**src/rtl/sharpen_pkg.sv**
```systemverilog
// Shared types and constants for the sharpening datapath (adder stage and serializer).
// Holds pixel/accumulator widths, the 3x3 window type and the serializer state encoding.
// No logic of its own; win_elem is a pure helper used to select a window element by raster index.
package sharpen_pkg;

    localparam int PIX_W   = 8;
    localparam int ACC_W   = 12;
    localparam int PIX_MAX = 255;
    localparam int WIN_LEN = 9;

    typedef logic [PIX_W-1:0]        pix_t;
    typedef logic signed [ACC_W-1:0] acc_t;
    typedef acc_t [0:2][0:2]         win_acc_t;

    typedef enum logic {
        ST_IDLE = 1'b0,
        ST_SEND = 1'b1
    } ser_state_t;

    localparam logic [3:0] LAST_IDX = 4'(WIN_LEN - 1);

    // Select element idx = row*3 + col; out-of-range indices return zero.
    function automatic acc_t win_elem(input win_acc_t w, input logic [3:0] i);
        acc_t e;
        e = '0;
        for (int k = 0; k < WIN_LEN; k++) begin
            if (i == 4'(k)) begin
                e = w[k / 3][k % 3];
            end
        end
        return e;
    endfunction

endpackage

```
**src/rtl/pixel_clamp.sv**
```systemverilog
// Purpose: clamp one signed accumulator value into the unsigned 8-bit pixel range.
// Latency: combinational, zero cycles.
// Backpressure: none (pure function). Ports: acc in, pix out, clamped = value was altered.
module pixel_clamp
    import sharpen_pkg::*;
(
    input  acc_t        acc,
    output pix_t        pix,
    output logic        clamped
);

    always_comb begin
        pix     = acc[PIX_W-1:0];
        clamped = 1'b0;
        if (acc[ACC_W-1]) begin
            pix     = '0;
            clamped = 1'b1;
        end else if (acc > acc_t'(PIX_MAX)) begin
            pix     = pix_t'(PIX_MAX);
            clamped = 1'b1;
        end
    end

endmodule

```
**src/rtl/sharpen_window_serializer.sv**
```systemverilog
// Purpose: capture a 3x3 window of signed results, clamp each and stream 9 pixels in raster order.
// Latency: first pixel valid the cycle after window accept; 9 cycles/window at full rate, no bubble.
// Backpressure: pix_ready low holds pix_out/flags/idx; win_ready only at idle or on the last-pixel transfer.
// Ports: win_in/win_valid/win_ready (window in), pix_out/pix_valid/pix_ready + first/row_last/last flags
// (pixel out), sat_cnt = count of transferred pixels that needed clamping (saturating).
module sharpen_window_serializer
    import sharpen_pkg::*;
#(
    parameter int IN_W  = 12,
    parameter int OUT_W = 8,
    parameter int CNT_W = 16
) (
    input  logic                          clk,
    input  logic                          rst_n,
    input  logic [0:2][0:2][IN_W-1:0]     win_in,
    input  logic                          win_valid,
    output logic                          win_ready,
    output logic [OUT_W-1:0]              pix_out,
    output logic                          pix_valid,
    input  logic                          pix_ready,
    output logic                          pix_first,
    output logic                          pix_row_last,
    output logic                          pix_last,
    output logic [CNT_W-1:0]              sat_cnt
);

    ser_state_t state, state_nxt;
    logic [3:0] idx, idx_nxt;
    win_acc_t   cap;
    logic       load;
    logic       pix_xfer;
    acc_t       cur_elem;
    pix_t       cur_pix;
    logic       cur_clamped;

    // State register
    always_ff @(posedge clk or negedge rst_n) begin
        if (!rst_n) begin
            state <= ST_IDLE;
            idx   <= '0;
        end else begin
            state <= state_nxt;
            idx   <= idx_nxt;
        end
    end

    // Next-state and handshake outputs
    always_comb begin
        state_nxt = state;
        idx_nxt   = idx;
        win_ready = 1'b0;
        pix_valid = 1'b0;
        load      = 1'b0;
        case (state)
            ST_IDLE: begin
                win_ready = 1'b1;
                if (win_valid) begin
                    state_nxt = ST_SEND;
                    idx_nxt   = '0;
                    load      = 1'b1;
                end
            end
            ST_SEND: begin
                pix_valid = 1'b1;
                // Opening the window port on the final transfer gives back-to-back windows.
                win_ready = (idx == LAST_IDX) && pix_ready;
                if (pix_ready) begin
                    if (idx == LAST_IDX) begin
                        idx_nxt = '0;
                        if (win_valid) begin
                            load = 1'b1;
                        end else begin
                            state_nxt = ST_IDLE;
                        end
                    end else begin
                        idx_nxt = idx + 4'd1;
                    end
                end
            end
            default: begin
                state_nxt = ST_IDLE;
                idx_nxt   = '0;
            end
        endcase
    end

    // Capture register
    always_ff @(posedge clk or negedge rst_n) begin
        if (!rst_n) begin
            cap <= '0;
        end else if (load) begin
            cap <= win_in;
        end
    end

    // One clamp after the element mux keeps the output path to a single comparator pair.
    assign cur_elem = win_elem(cap, idx);

    pixel_clamp u_clamp (
        .acc     (cur_elem),
        .pix     (cur_pix),
        .clamped (cur_clamped)
    );

    assign pix_out      = cur_pix;
    assign pix_first    = (idx == 4'd0);
    assign pix_row_last = (idx == 4'd2) || (idx == 4'd5) || (idx == LAST_IDX);
    assign pix_last     = (idx == LAST_IDX);
    assign pix_xfer     = pix_valid && pix_ready;

    // Saturation-event counter, holds at all-ones
    always_ff @(posedge clk or negedge rst_n) begin
        if (!rst_n) begin
            sat_cnt <= '0;
        end else if (pix_xfer && cur_clamped && (sat_cnt != '1)) begin
            sat_cnt <= sat_cnt + CNT_W'(1);
        end
    end

endmodule

```
**config.mk**
```make
export PLATFORM = sky130hd
export DESIGN_NAME = sharpen_window_serializer
export DESIGN_NICKNAME = d
export VERILOG_FILES = /design/src/rtl/sharpen_pkg.sv /design/src/rtl/pixel_clamp.sv /design/src/rtl/sharpen_window_serializer.sv
export SDC_FILE = /design/constraint.sdc
export NUM_CORES = 1
export LEC_CHECK = 0
export ABC_AREA = 1
export BUFFER_PORTS_ARGS = -buffer_cell sky130_fd_sc_hd__buf_2
export CAP_MARGIN = 10
export CORE_ASPECT_RATIO = 0.5
export CORE_MARGIN = 2
export CORE_UTILIZATION = 50
export CTS_CLUSTER_DIAMETER = 100
export DETAILED_ROUTE_END_ITERATION = 8
export GPL_TIMING_DRIVEN = 1
export PLACE_DENSITY = 0.74
export SLEW_MARGIN = 5
export SYNTH_ARGS = -nofsm -noshare
export SYNTH_HDL_FRONTEND = slang
export SYNTH_HIERARCHICAL = 1
export SYNTH_SLANG_ARGS = --single-unit
```
**constraint.sdc**
```tcl
create_clock -name clk -period 9.3 [get_ports clk]
set_clock_uncertainty 0.2 [all_clocks]
set_input_delay 0.465 -clock clk [delete_from_list [all_inputs] [get_ports clk]]
set_output_delay 0.465 -clock clk [all_outputs]
set_load 0.03 [all_outputs]
```
==> metrics.md <==
| Metric | Value |
|---|---|
| Status | complete, but fails checks |
| Failing checks | negative hold slack |
| Critical path, cell by cell | inv_1, ha_1, nand3_1, o21ai_0, inv_1, nand3_1, nand2_1, nand2_1, nand2_1, nand2_1, inv_2, nand3_1, inv_1, nor2_1, nand2_1, nor2_1, nand2_1, o21ai_0, nand2_1 |
| RSZ-0062 raised after global routing | false |
| Max_cap viols | 0 |
| CTS H-tree depth | 4 |
| Syn Area/Cell | 9.345 um2 |
| Final Cycle Share | a little over two fifths |
| Hold WS | -0.02213 ns |
| Worst EP arrival | between 4 and 5 ns |
| CTS sink cnt | 129 |
| Gr usage total | between 20% and 30% |
| PortBufs | 140 |
| TNS Setup | 0 ns |
| Vias per cell | roughly 5.2 |
| Slowest Stage Delay on Critical Path | between 0.7 and 0.8 ns |
| Synth top area cells | dfrtp_1 (49%), mux2_1 (13%), nand2_1 (8.5%), nand3_1 (4.4%), inv_1 (4.1%) |
| Number of CTS-inserted buffers | 17 |
| Cells after Synth | 700 |
| Most frequent cell after synthesis | nand2_1 |
| Register bit count reported by yosys | roughly 130 |
| Post-synthesis sequential area ratio | 49.35% |
| Crit Reg-Reg Endpoint | sat_cnt[7] |
| Syn_nets | just over 800 |
| Clk slew on worst S/H paths | roughly 0.050 ns |
| First-pass GRT wire length | approximately 26000 um |
| Crit-path slowest cell | nand3_1 |
| Req. time, crit path | between 9 and 10 ns |
| Layout cell share with drive strength beyond 1 | about a quarter |
| Synth Cell Area | approximately 0.0065 mm2 |
| Crit path buf inv count | 4 |
| Lkg Pwr | between 0.004 and 0.005 uW |
| Top cell type's share of synthesized area | ~50% |
| Crit start category | flop |
| Reg2reg path depth | 19 |
| Peak Freq | 0.2495 GHz |
| Pwr Density | roughly 370 mW/mm2 |
| Dpl cell area | approximately 0.0073 mm2 |
| Routability-driven placement congestion ratio | slightly below 0.9 |
| Family with the most delay on the worst path | simple AND/OR/NAND/NOR gates |
| Share of synthesized registers carrying an async set or reset | between 90% and 100% |
| Max Transition Viols Final | 0 |
| Fin nets | 948 |
| DR pass1 iterations | 5 |
| Fin. Hold Viols | 29 |
| Die height | roughly 85 um |
| Synth unique cells | 26 |
| Post-synth top cells | nand2_1 (148), dfrtp_1 (129), mux2_1 (75), inv_1 (71), nand3_1 (58) |
| Initial core utilization | between 50% and 60% |
| Chip width | about 170 um |
| Synth warnings | 6 |
| Most used cell, CP | nand2_1 |
| Rows | 29 |
| Fillers | around 1100 |
| Routed Antenna Nets | 0 |
| EDFF count, synth | 0 |
| Clock period minus worst slack | 4.007 ns |
| Most used DFF post-synth | dfrtp_1 |
| Ports | 141 |
| Worst-case clock buffer depth | 2 |
| Critical path class | flop to flop |
| GRT overflow | 0 |
| TritonCTS clock tree | built |
| Number of setup buffers added after CTS | 0 |
| Worst min-delay path class | input port to asynchronous set/reset pin |
| Dpl hpwl | 11440 um |
| Die area | between 0.01 and 0.015 mm2 |
| CTS-repair resized insts | 0 |
| Via count | 5302 |
| Area Growth Syn to Fin | 20.14% |
| Actual slew at the worst max-slew pin | 0.9497 ns |
| Initial antenna violation count | 1 |
| Hold Buf Count CTS | 0 |
| VDD IR-drop max | 0.0001760 V |
| Avg WL per Cell | approximately 16 um |
| Core Region | ~0.013 mm2 |
| Slew headroom | a little under two fifths |
| CP Capture Type | flop |
| CTS Root Cell | clkbuf_16 |
| Vias in the first global route | approximately 5000 |
| Total power | just under 3000 uW |
| DRC violations left | 0 |
| Final wirelength | 16030 um |
| Post-route cell area | 0.007859 mm2 |
| Setup violators final | 0 |
| RR Startpoint | idx[1] |
| R2R Setup Slk | between 5 and 6 ns |
| Pin count of the biggest net entering global routing | 81 |
| CP max FO | 25 |
| Initial DRC Count | 343 |
| Dominant cell type by area after synthesis | dfrtp_1 |
| Worst-Skew Late Latency | ~0.41 ns |
metrics by stage:
| stage | worst slack, ns | instances | util [%] |
|---|---|---|---|
| after global placement | 4.989 | 981 | 57.50 |
| after floorplan | 6.294 | 700 | - |
| after detailed placement | 4.747 | 981 | 57.50 |
| final | 5.293 | 1014 | 61.88 |
| after global routing | 4.781 | 1013 | 61.86 |
| after CTS | 4.569 | 1012 | 61.80 |
cell usage in the layout, fill, tap and decap left out, drive strengths merged:
master	count
clkinv	5
o21ai	26
ha	5
nand3	58
nor4	1
nor3	6
diode	1
a21oi	12
xor2	8
clkbuf	24
inv	74
bufinv	2
nand2	148
dfrtp	129
and2	1
nand3b	5
mux2	96
xnor2	5
nor2	54
nand4	17
or2	21
o22ai	2
buf	144
how the worst max path moves through the flow:
stage	start	end	slack, ns	cells after the start
detailed placement	idx[2]	sat_cnt[9]	4.75	17
global placement	idx[2]	sat_cnt[13]	4.99	17
finish	idx[1]	sat_cnt[7]	5.29	19
global route	idx[1]	sat_cnt[7]	4.78	19
floorplan	idx[1]	sat_cnt[6]	6.29	21
CTS	idx[2]	pix_out[4]	4.57	14
area by class of cell:
class	instances	area (um2)	area share (%)
Sequential cell	129	3228	41.08
Multi-Input combinational cell	465	2858	36.36
Clock inverter	7	85.08	1.083
Timing Repair Buffer	144	733.2	9.330
Tap cell	170	212.7	2.707
Inverter	74	277.8	3.534
Antenna cell	1	2.502	0.03184
Clock buffer	24	461.7	5.875
layer usage:
metal	share of wire [%]	routed length (um)	GRT usage, %
met1	48	7731	35.08
met2	43	6967	35.68
met3	7.1	1133	5.317
met4	1.2	196	6.877
met5	0	0	0
cells by family after synthesis:
family | count (synthesis) | synth area share [%]
fa+ha+maj | 5 | 0.9564
mux | 96 | 16.53
simple gates | 311 | 21.17
buf+inv | 106 | 7.154
flops | 129 | 49.35
compound gates | 40 | 3.099
xor+xnor | 13 | 1.741
flip-flops by register name, indices dropped and copies added, names as in the netlist:
signal / count
sat_cnt: 16
cap: 108
state: 1
idx: 4
where the power goes:
part / switching, uW / internal (uW)
Combinational: 843 / 447
Clock: 233 / 398
Sequential: 159 / 816
Total: 1240 / 1660
Power figures use the tool's default switching activity.
